<file path="src/rtl/lutram_mw_1r_pkg.sv">
// Shared constants and helpers for the multi-write LUTRAM slice: vendor selection
// and live-value-table width sizing.
package lutram_mw_1r_pkg;

   typedef enum logic {XILINX, INTEL} fpga_vendor_t;

   localparam fpga_vendor_t FPGA_VENDOR_DEFAULT = XILINX;

   // A single write port still needs a 1-bit LVT entry so the array is never zero-width.
   function automatic int lvt_width(input int num_ports);
      return (num_ports > 1) ? $clog2(num_ports) : 1;
   endfunction

endpackage

</file>
<file path="src/rtl/lutram_mw_1r_bank.sv">
// One write port, one asynchronous read port LUTRAM bank; used as the per-port
// storage bank of lutram_mw_1r on INTEL targets.
module lutram_1w_1r #(
   parameter int WIDTH = 32,
   parameter int DEPTH = 32
) (
   input  logic                     clk,
   input  logic [$clog2(DEPTH)-1:0] waddr,
   input  logic [$clog2(DEPTH)-1:0] raddr,
   input  logic                     ram_write,
   input  logic [WIDTH-1:0]         new_ram_data,
   output logic [WIDTH-1:0]         ram_data_out
);

   logic [WIDTH-1:0] mem_q [DEPTH];

   // NOTE: the storage array has no reset branch; a reset would turn it into flops
   // instead of LUTRAM, so the owner clears it with a sequencer after reset.
   // NOTE: sequential state uses <= so every reader sees the pre-edge value.
   always_ff @(posedge clk) begin
      if (ram_write) mem_q[waddr] <= new_ram_data;
   end

   assign ram_data_out = mem_q[raddr];

endmodule

</file>
<file path="src/rtl/lutram_mw_1r.sv">
// Multi-write, single-read LUTRAM: one bank per write port plus a flop live value
// table recording which bank holds the latest value of each entry.
module lutram_mw_1r
   import lutram_mw_1r_pkg::*;
#(
   parameter int           WIDTH           = 32,
   parameter int           DEPTH           = 32,
   parameter int           NUM_WRITE_PORTS = 2,
   parameter fpga_vendor_t FPGA_VENDOR     = FPGA_VENDOR_DEFAULT
) (
   input  logic                       clk,
   input  logic                       rst,
   input  logic [$clog2(DEPTH)-1:0]   waddr        [NUM_WRITE_PORTS],
   input  logic [NUM_WRITE_PORTS-1:0] ram_write,
   input  logic [WIDTH-1:0]           new_ram_data [NUM_WRITE_PORTS],
   input  logic [$clog2(DEPTH)-1:0]   raddr,
   output logic [WIDTH-1:0]           ram_data_out,
   output logic                       init_done
);

   localparam int ADDR_W = $clog2(DEPTH);
   localparam int LVT_W  = lvt_width(NUM_WRITE_PORTS);

   typedef enum logic {CLEAR, READY} clear_state_t;

   clear_state_t      state_q;
   logic [ADDR_W-1:0] clear_addr_q;
   logic              init_done_q;
   logic              clearing;

   always_ff @(posedge clk) begin
      if (rst) begin
         state_q      <= CLEAR;
         clear_addr_q <= '0;
         init_done_q  <= 1'b0;
      end else begin
         case (state_q)
            CLEAR: begin
               clear_addr_q <= clear_addr_q + 1'b1;
               if (clear_addr_q == ADDR_W'(DEPTH - 1)) begin
                  state_q     <= READY;
                  init_done_q <= 1'b1;
               end
            end
            READY: state_q <= READY;
            default: state_q <= CLEAR;
         endcase
      end
   end

   assign clearing  = (state_q == CLEAR);
   assign init_done = init_done_q;

   logic [WIDTH-1:0] bank_rdata [NUM_WRITE_PORTS];

   for (genvar i = 0; i < NUM_WRITE_PORTS; i++) begin : g_bank
      logic              bank_we;
      logic [ADDR_W-1:0] bank_waddr;
      logic [WIDTH-1:0]  bank_wdata;

      // The clear sequencer owns every bank write port until the table is ready.
      assign bank_we    = clearing | (init_done_q & ram_write[i]);
      assign bank_waddr = clearing ? clear_addr_q : waddr[i];
      assign bank_wdata = clearing ? '0 : new_ram_data[i];

      if (FPGA_VENDOR == INTEL) begin : g_intel
         lutram_1w_1r #(
            .WIDTH (WIDTH),
            .DEPTH (DEPTH)
         ) bank_i (
            .clk          (clk),
            .waddr        (bank_waddr),
            .raddr        (raddr),
            .ram_write    (bank_we),
            .new_ram_data (bank_wdata),
            .ram_data_out (bank_rdata[i])
         );
      end else begin : g_xilinx
         logic [WIDTH-1:0] mem_q [DEPTH];

         always_ff @(posedge clk) begin
            if (bank_we) mem_q[bank_waddr] <= bank_wdata;
         end

         assign bank_rdata[i] = mem_q[raddr];
      end
   end

   logic [LVT_W-1:0] lvt_q [DEPTH];

   // Ports are visited in ascending order, so on a shared address the highest index lands last.
   always_ff @(posedge clk) begin
      if (clearing) begin
         lvt_q[clear_addr_q] <= '0;
      end else if (init_done_q) begin
         for (int i = 0; i < NUM_WRITE_PORTS; i++) begin
            if (ram_write[i]) lvt_q[waddr[i]] <= LVT_W'(i);
         end
      end
   end

   // NOTE: the output gets a default before the conditional so no latch is inferred.
   always_comb begin
      ram_data_out = '0;
      if (init_done_q) ram_data_out = bank_rdata[lvt_q[raddr]];
   end

endmodule

</file>
<file path="config.mk">
export PLATFORM = sky130hd
export DESIGN_NAME = lutram_mw_1r
export DESIGN_NICKNAME = d
export VERILOG_FILES = /design/src/rtl/lutram_mw_1r_pkg.sv /design/src/rtl/lutram_mw_1r_bank.sv /design/src/rtl/lutram_mw_1r.sv
export SDC_FILE = /design/constraint.sdc
export NUM_CORES = 2
export LEC_CHECK = 0
export ABC_AREA = 1
export BUFFER_PORTS_ARGS = -buffer_cell sky130_fd_sc_hd__buf_4
export CAP_MARGIN = 20
export CELL_PAD_IN_SITES_DETAIL_PLACEMENT = 1
export CELL_PAD_IN_SITES_GLOBAL_PLACEMENT = 1
export CORE_AREA = 2 2 417 523
export CTS_CLUSTER_DIAMETER = 100
export CTS_CLUSTER_SIZE = 24
export DETAILED_ROUTE_END_ITERATION = 8
export DIE_AREA = 0 0 419 525
export GPL_TIMING_DRIVEN = 1
export PLACE_DENSITY = 0.76
export SYNTH_ARGS = -nofsm -noshare
export SYNTH_HDL_FRONTEND = slang
export SYNTH_SLANG_ARGS = --single-unit
</file>
<file path="constraint.sdc">
create_clock -name clk -period 4.4 [get_ports clk]
set_input_delay 0.44 -clock clk [delete_from_list [all_inputs] [get_ports clk]]
set_output_delay 0.44 -clock clk [all_outputs]
set_load 0.01 [all_outputs]
</file>
# == After elaboration in Yosys (flattened, before gate mapping) ==
# Memory sizes are Yosys's and may differ from the RTL's.
# Cells that the tools add are included.
# W data, S select, Z words.
# word_totals
ff_bits,7
out_inout_bits,33
ram_bits,2080
input_bits,83
mem_count,3
elab_cells,43
# op_classes
n_lt_le_gt_ge,1
addsub,1
bitwise,6
reduce_logical,2
n_mux,26
n_eq_ne,1
# memory_table
name,words,word_bits,rd,rd_clocked_by_memory_dff,wr,line_no,source
g_bank[0].g_xilinx.mem_q,32,32,1,0,1,lutram_mw_1r.sv:79,logic [WIDTH-1:0] mem_q [DEPTH];
g_bank[1].g_xilinx.mem_q,32,32,1,0,1,lutram_mw_1r.sv:79,
lvt_q,32,1,1,0,2,lutram_mw_1r.sv:89,logic [LVT_W-1:0] lvt_q [DEPTH];
# ops
cell,n
$mux W32,6
$mux W1,16
$mux W5,3
$add A5 B1 Y5 const B,1
$eq A5 B5 Y1 const B,1
$and A1 B1 Y1,2
$ge A2 B2 Y1 const B,1
$not A1 Y2,1
$or A1 B1 Y1,2
$pmux W1 S2,1
$reduce_and A2 Y1,1
$not A1 Y1,1
$reduce_or A1 Y1,1

# == Longest topological paths before layout ==
# logic_depth
word_depth,6
mapped_depth,14
depth_no_buf,11

# == Worst setup path before layout ==
# OpenSTA, ideal clock, no wires.
# synth_timing
path_type,register to register
start,register state_q
end,memory g_bank[1].g_xilinx.mem_q[19][0] (enable)
setup_ns,0.421
path_buffers,2
required_time_ns,3.979
slack_ns,1.333
arrival_ns,2.646
period_less_slack_ns,3.067
path_stages_with_launch,7
path_cell_list,dfxtp_1 > clkbuf_1 > buf_2 > a21oi_1 > inv_1 > nand3_1 > nor2_1
# synth_between
elab_chain_cells,4
word_cells_on_any_way,5
classes_between,mux: 3; bitwise: 2
# synth_rtl
element,line_no,source
"start, declared",lutram_mw_1r.sv:26,clear_state_t state_q;
"start signal, assigned",lutram_mw_1r.sv:33,state_q <= CLEAR;
"start signal, assigned",lutram_mw_1r.sv:41,state_q <= READY;
"start signal, assigned",lutram_mw_1r.sv:45,READY: state_q <= READY;
$not A1 Y1 (no source line),-,
$or A1 B1 Y1,lutram_mw_1r.sv:62,assign bank_we = clearing | (init_done_q & ram_write[i]);
$mux W1,lutram_mw_1r.sv:82,if (bank_we) mem_q[bank_waddr] <= bank_wdata;
$mux W1 (not written as such),lutram_mw_1r.sv:82,
"end, declared",lutram_mw_1r.sv:79,
# Parallel ways exist; a longest one is shown, timed or not.

# == Worst setup path after layout ==
# layout_timing
start,input raddr[0]
end,output ram_data_out[23]
# layout_between
elab_chain_cells,6
word_cells_on_any_way,8
classes_between,mux: 4; bitwise: 1; memory: 3
# layout_rtl
element,line_no,source
"start, declared",lutram_mw_1r.sv:16,"input logic [$clog2(DEPTH)-1:0] raddr,"
$mem_v2 Z32 W1,-,
$not A1 Y2 (not written as such),lutram_mw_1r.sv:105,if (init_done_q) ram_data_out = bank_rdata[lvt_q[raddr]];
$mux W32 (not written as such) (*) (3 in series),lutram_mw_1r.sv:105,
$mux W32 (*),lutram_mw_1r.sv:105,
"end, declared",lutram_mw_1r.sv:17,"output logic [WIDTH-1:0] ram_data_out,"
# Every way passes the cells marked *; elsewhere a longest branch is shown, timed or not. The select of a mux whose other input is x is not followed.

==> results.json <==
{
  "coreArea_sq_um": 215300,
  "finalHoldViolCount": 0,
  "dp_hpwl_microns": 164000,
  "cts_tree": "done",
  "max_freq_mhz": 250.0,
  "critPathKind": "input port to output pin",
  "io_buffers": 115,
  "async_reset_ff_share_pct": 0,
  "final.setup.tns_ns": 0,
  "syn_nets": 7602,
  "path_clk_slew_ns": 0.11,
  "endpoint_kind": "output pin",
  "rows": 191,
  "p_leak_nw": 32.10,
  "cp_data_arrival_time_ns": 3.56,
  "grt_usage_pct": 25.81,
  "grt_pass1_vias": 62504,
  "clock_skew_ns": 0.03053,
  "required_ns": 3.96,
  "wire_per_inst_microns": 27.75,
  "crit_path_top_delay_cell": "inv_8",
  "avgSynthCellArea_sq_um": 11.39,
  "ctsRootBufferMaster": "clkbuf_16",
  "chipHeight_microns": 525,
  "critPathBufInv": 6,
  "synth_cell_type_count": 23,
  "pwr-share-seq_pct": 62.5,
  "maxCapViolCount": 0,
  "synthFlopType": "edfxtp_1",
  "post_cts_buffers": 0,
  "worst_slew_pin_slew_ns": 1.095,
  "internal-power_mw": 26.63,
  "initial_core_util_pct": 39.75,
  "die_area_sq_um": 220000,
  "maxSlewHeadroom_pct": 27.03,
  "total_power_mw": 34.83,
  "critPathMaxStageDelay_ns": 0.53,
  "start_kind": "input port",
  "final_util_pct": 43.36,
  "status": "completed",
  "multi_input_area_sq_um": 20770,
  "hold_ws_ns": 0.08999,
  "power.share.clock_pct": 30.0,
  "antenna_found_initial": 9,
  "nNetsFinal": 7538,
  "clock_latency_ns": 0.78,
  "fillers": 22927,
  "place.gp.congestion": 0.8199,
  "ctsHtreeMaxLevel": 3,
  "period_share_pct": 90.89,
  "grt_overflow_total": 0,
  "p_sw_share_pct": 23.54,
  "power.net_switching_mw": 8.199,
  "crit_fanout": 87,
  "drt_iter0_markers": 6328,
  "vias": 59732,
  "drive_gt1_share_pct": 6.454,
  "min_path_type": "input port to flop",
  "synthToLayoutAreaGrowth_pct": 9.079,
  "dr.pass1.iters": 5,
  "viasPerCell": 5.754,
  "crit_path_frequent_cell": "nand2_1",
  "grt_pass1_wl_microns": 418700,
  "ir_worst_vdd_v": 0.0002956,
  "ys_seq_area_share_pct": 72.76,
  "cts_buffer_depth": 3,
  "regArea_sq_um": 62280,
  "synth_warnings": 0,
  "cts_made_buffers": 97,
  "drtAntennaViolNets": 0,
  "synth-edff-count": 2048,
  "cts_sinks": 2087,
  "ios": 116,
  "route.detailed.drc": 0,
  "netlist_area_sq_um": 85590,
  "rsz0062_at_grt": "no",
  "fin_crit_ns": 3.999,
  "grt_max_degree": 189,
  "postSynthCellCount": 7517,
  "routed_wl_microns": 288000,
  "pwr-share-comb_pct": 7.5,
  "dpl_cell_area_sq_um": 90550,
  "critical_path.top_delay_family": "buffers and inverters",
  "power.density_nw_per_um2": 373.1,
  "final-setup-viol-count": 0,
  "maxSlewViolCount": 0,
  "path_cells": "buf_8 -> inv_8 -> buf_12 -> buf_4 -> nand2_1 -> o21ai_0 -> nand2_1 -> nand3_1 -> nand3_1 -> nand2_1 -> nand2_1 -> nand3_1 -> nand2_1 -> nor2_1 -> buf_4 -> buf_4",
  "die_w_microns": 419,
  "ys_ff_latch": 2087,
  "finish.instance_area_sq_um": 93360
}
cell usage after synthesis (2+ instances only):
library cell / count / area [sq um]
inv_2: 2 / 7.510
nand3_1: 765 / 3829
ha_1: 2 / 25.02
clkbuf_1: 208 / 780.8
buf_2: 138 / 690.7
nand4_1: 2 / 12.51
buf_6: 39 / 439.2
nor2_1: 1704 / 6396
buf_1: 53 / 198.9
o211ai_1: 70 / 525.5
nand2_1: 1351 / 5071
a21oi_1: 28 / 140.1
o21ai_0: 768 / 3844
buf_4: 29 / 217.7
nor3_1: 5 / 25.02
o21ai_1: 78 / 390.4
dfxtp_1: 39 / 780.8
inv_1: 184 / 690.7
edfxtp_1: 2048 / 61500
state kept, by name (all words and copies together) (netlist names):
signal	flops
g_bank.g_xilinx.mem_q	2048
lvt_q	32
clear_addr_q	5
init_done	1
state_q	1
logic make-up after synthesis:
kind of cell,after synthesis,share of synthesized area (%)
AOI/OAI and AO/OA,946,5.743
buffers and inverters,653,3.535
DFF,2087,72.76
adders and majority gates,2,0.02923
and+or+nand+nor,3829,17.93
power by group through the flow:
stage | logic, mW | registers, mW | clock network, mW
after floorplan | 1.53 | 22.2 | 0
final | 2.62 | 21.8 | 10.5
after global routing | 2.83 | 21.8 | 11.1
after detailed placement | 2.58 | 22.2 | 0
after CTS | 2.60 | 21.8 | 10.6
after global placement | 2.47 | 22.2 | 0
cell type report:
class	instances	share of cell area (%)
multi-input combinational	4777	22.25
tap	2895	3.880
clock buffer	122	2.769
sequential	2087	66.71
timing repair buffer	304	3.429
antenna	2	0.005360
clock inverter	8	0.1756
inverter	186	0.7800
final timing paths:
path / start / end / slack (ns) / cells after the start
worst min-delay path: waddr[3] / lvt_q[28] / 0.09 / 3
worst max-delay path: raddr[0] / ram_data_out[23] / 0.40 / 16
worst min register to register: lvt_q[8] / lvt_q[8] / 0.49 / 2
worst max register to register: state_q / g_bank[0].g_xilinx.mem_q[13][17] / 0.55 / 7
timing repair:
item,in CTS,in global routing
hold endpoints to repair,7,0
hold buffers,1,0
gates resized for setup,0,0
layer usage:
| layer | vias to the layer above | GRT usage, % | wire (microns) |
|---|---|---|---|
| met4 | 4 | 13.51 | 16970 |
| li1 | 25725 | - | - |
| met3 | 676 | 3.099 | 18800 |
| met1 | 30828 | 31.39 | 107600 |
| met5 | - | 0 | 26 |
| met2 | 2499 | 44.82 | 144600 |
placed cells by master, fill, tap and decap left out, drive strengths merged, types with 2 or more instances in the layout:
master and instances:
clkinv 5, nor2 1704, nand3 765, buf 303, a21oi 28, o21ai 846, o211ai 70, nand4 2
nand2 1352, diode 2, dfxtp 39, inv 188, clkbuf 122, nor3 5, ha 2, edfxtp 2048
worst register-to-register path, stage by stage, from the launching register on:
cell,delay (ns)
dfxtp_4,0.65
inv_1,0.28
nand2_1,0.13
inv_1,0.06
a21oi_1,0.56
nand3_1,0.64
nor2_4,0.72
buf_4,0.46
through the flow:
stage | cells | setup slack, ns
floorplan | 7517 | 1.333
global placement | 10246 | 0.5373
detailed placement | 10246 | 0.5126
CTS | 10377 | 0.4908
global route | 10380 | 0.2766
finish | 10381 | 0.4008
Note: power is estimated with default switching activity, not from simulation.
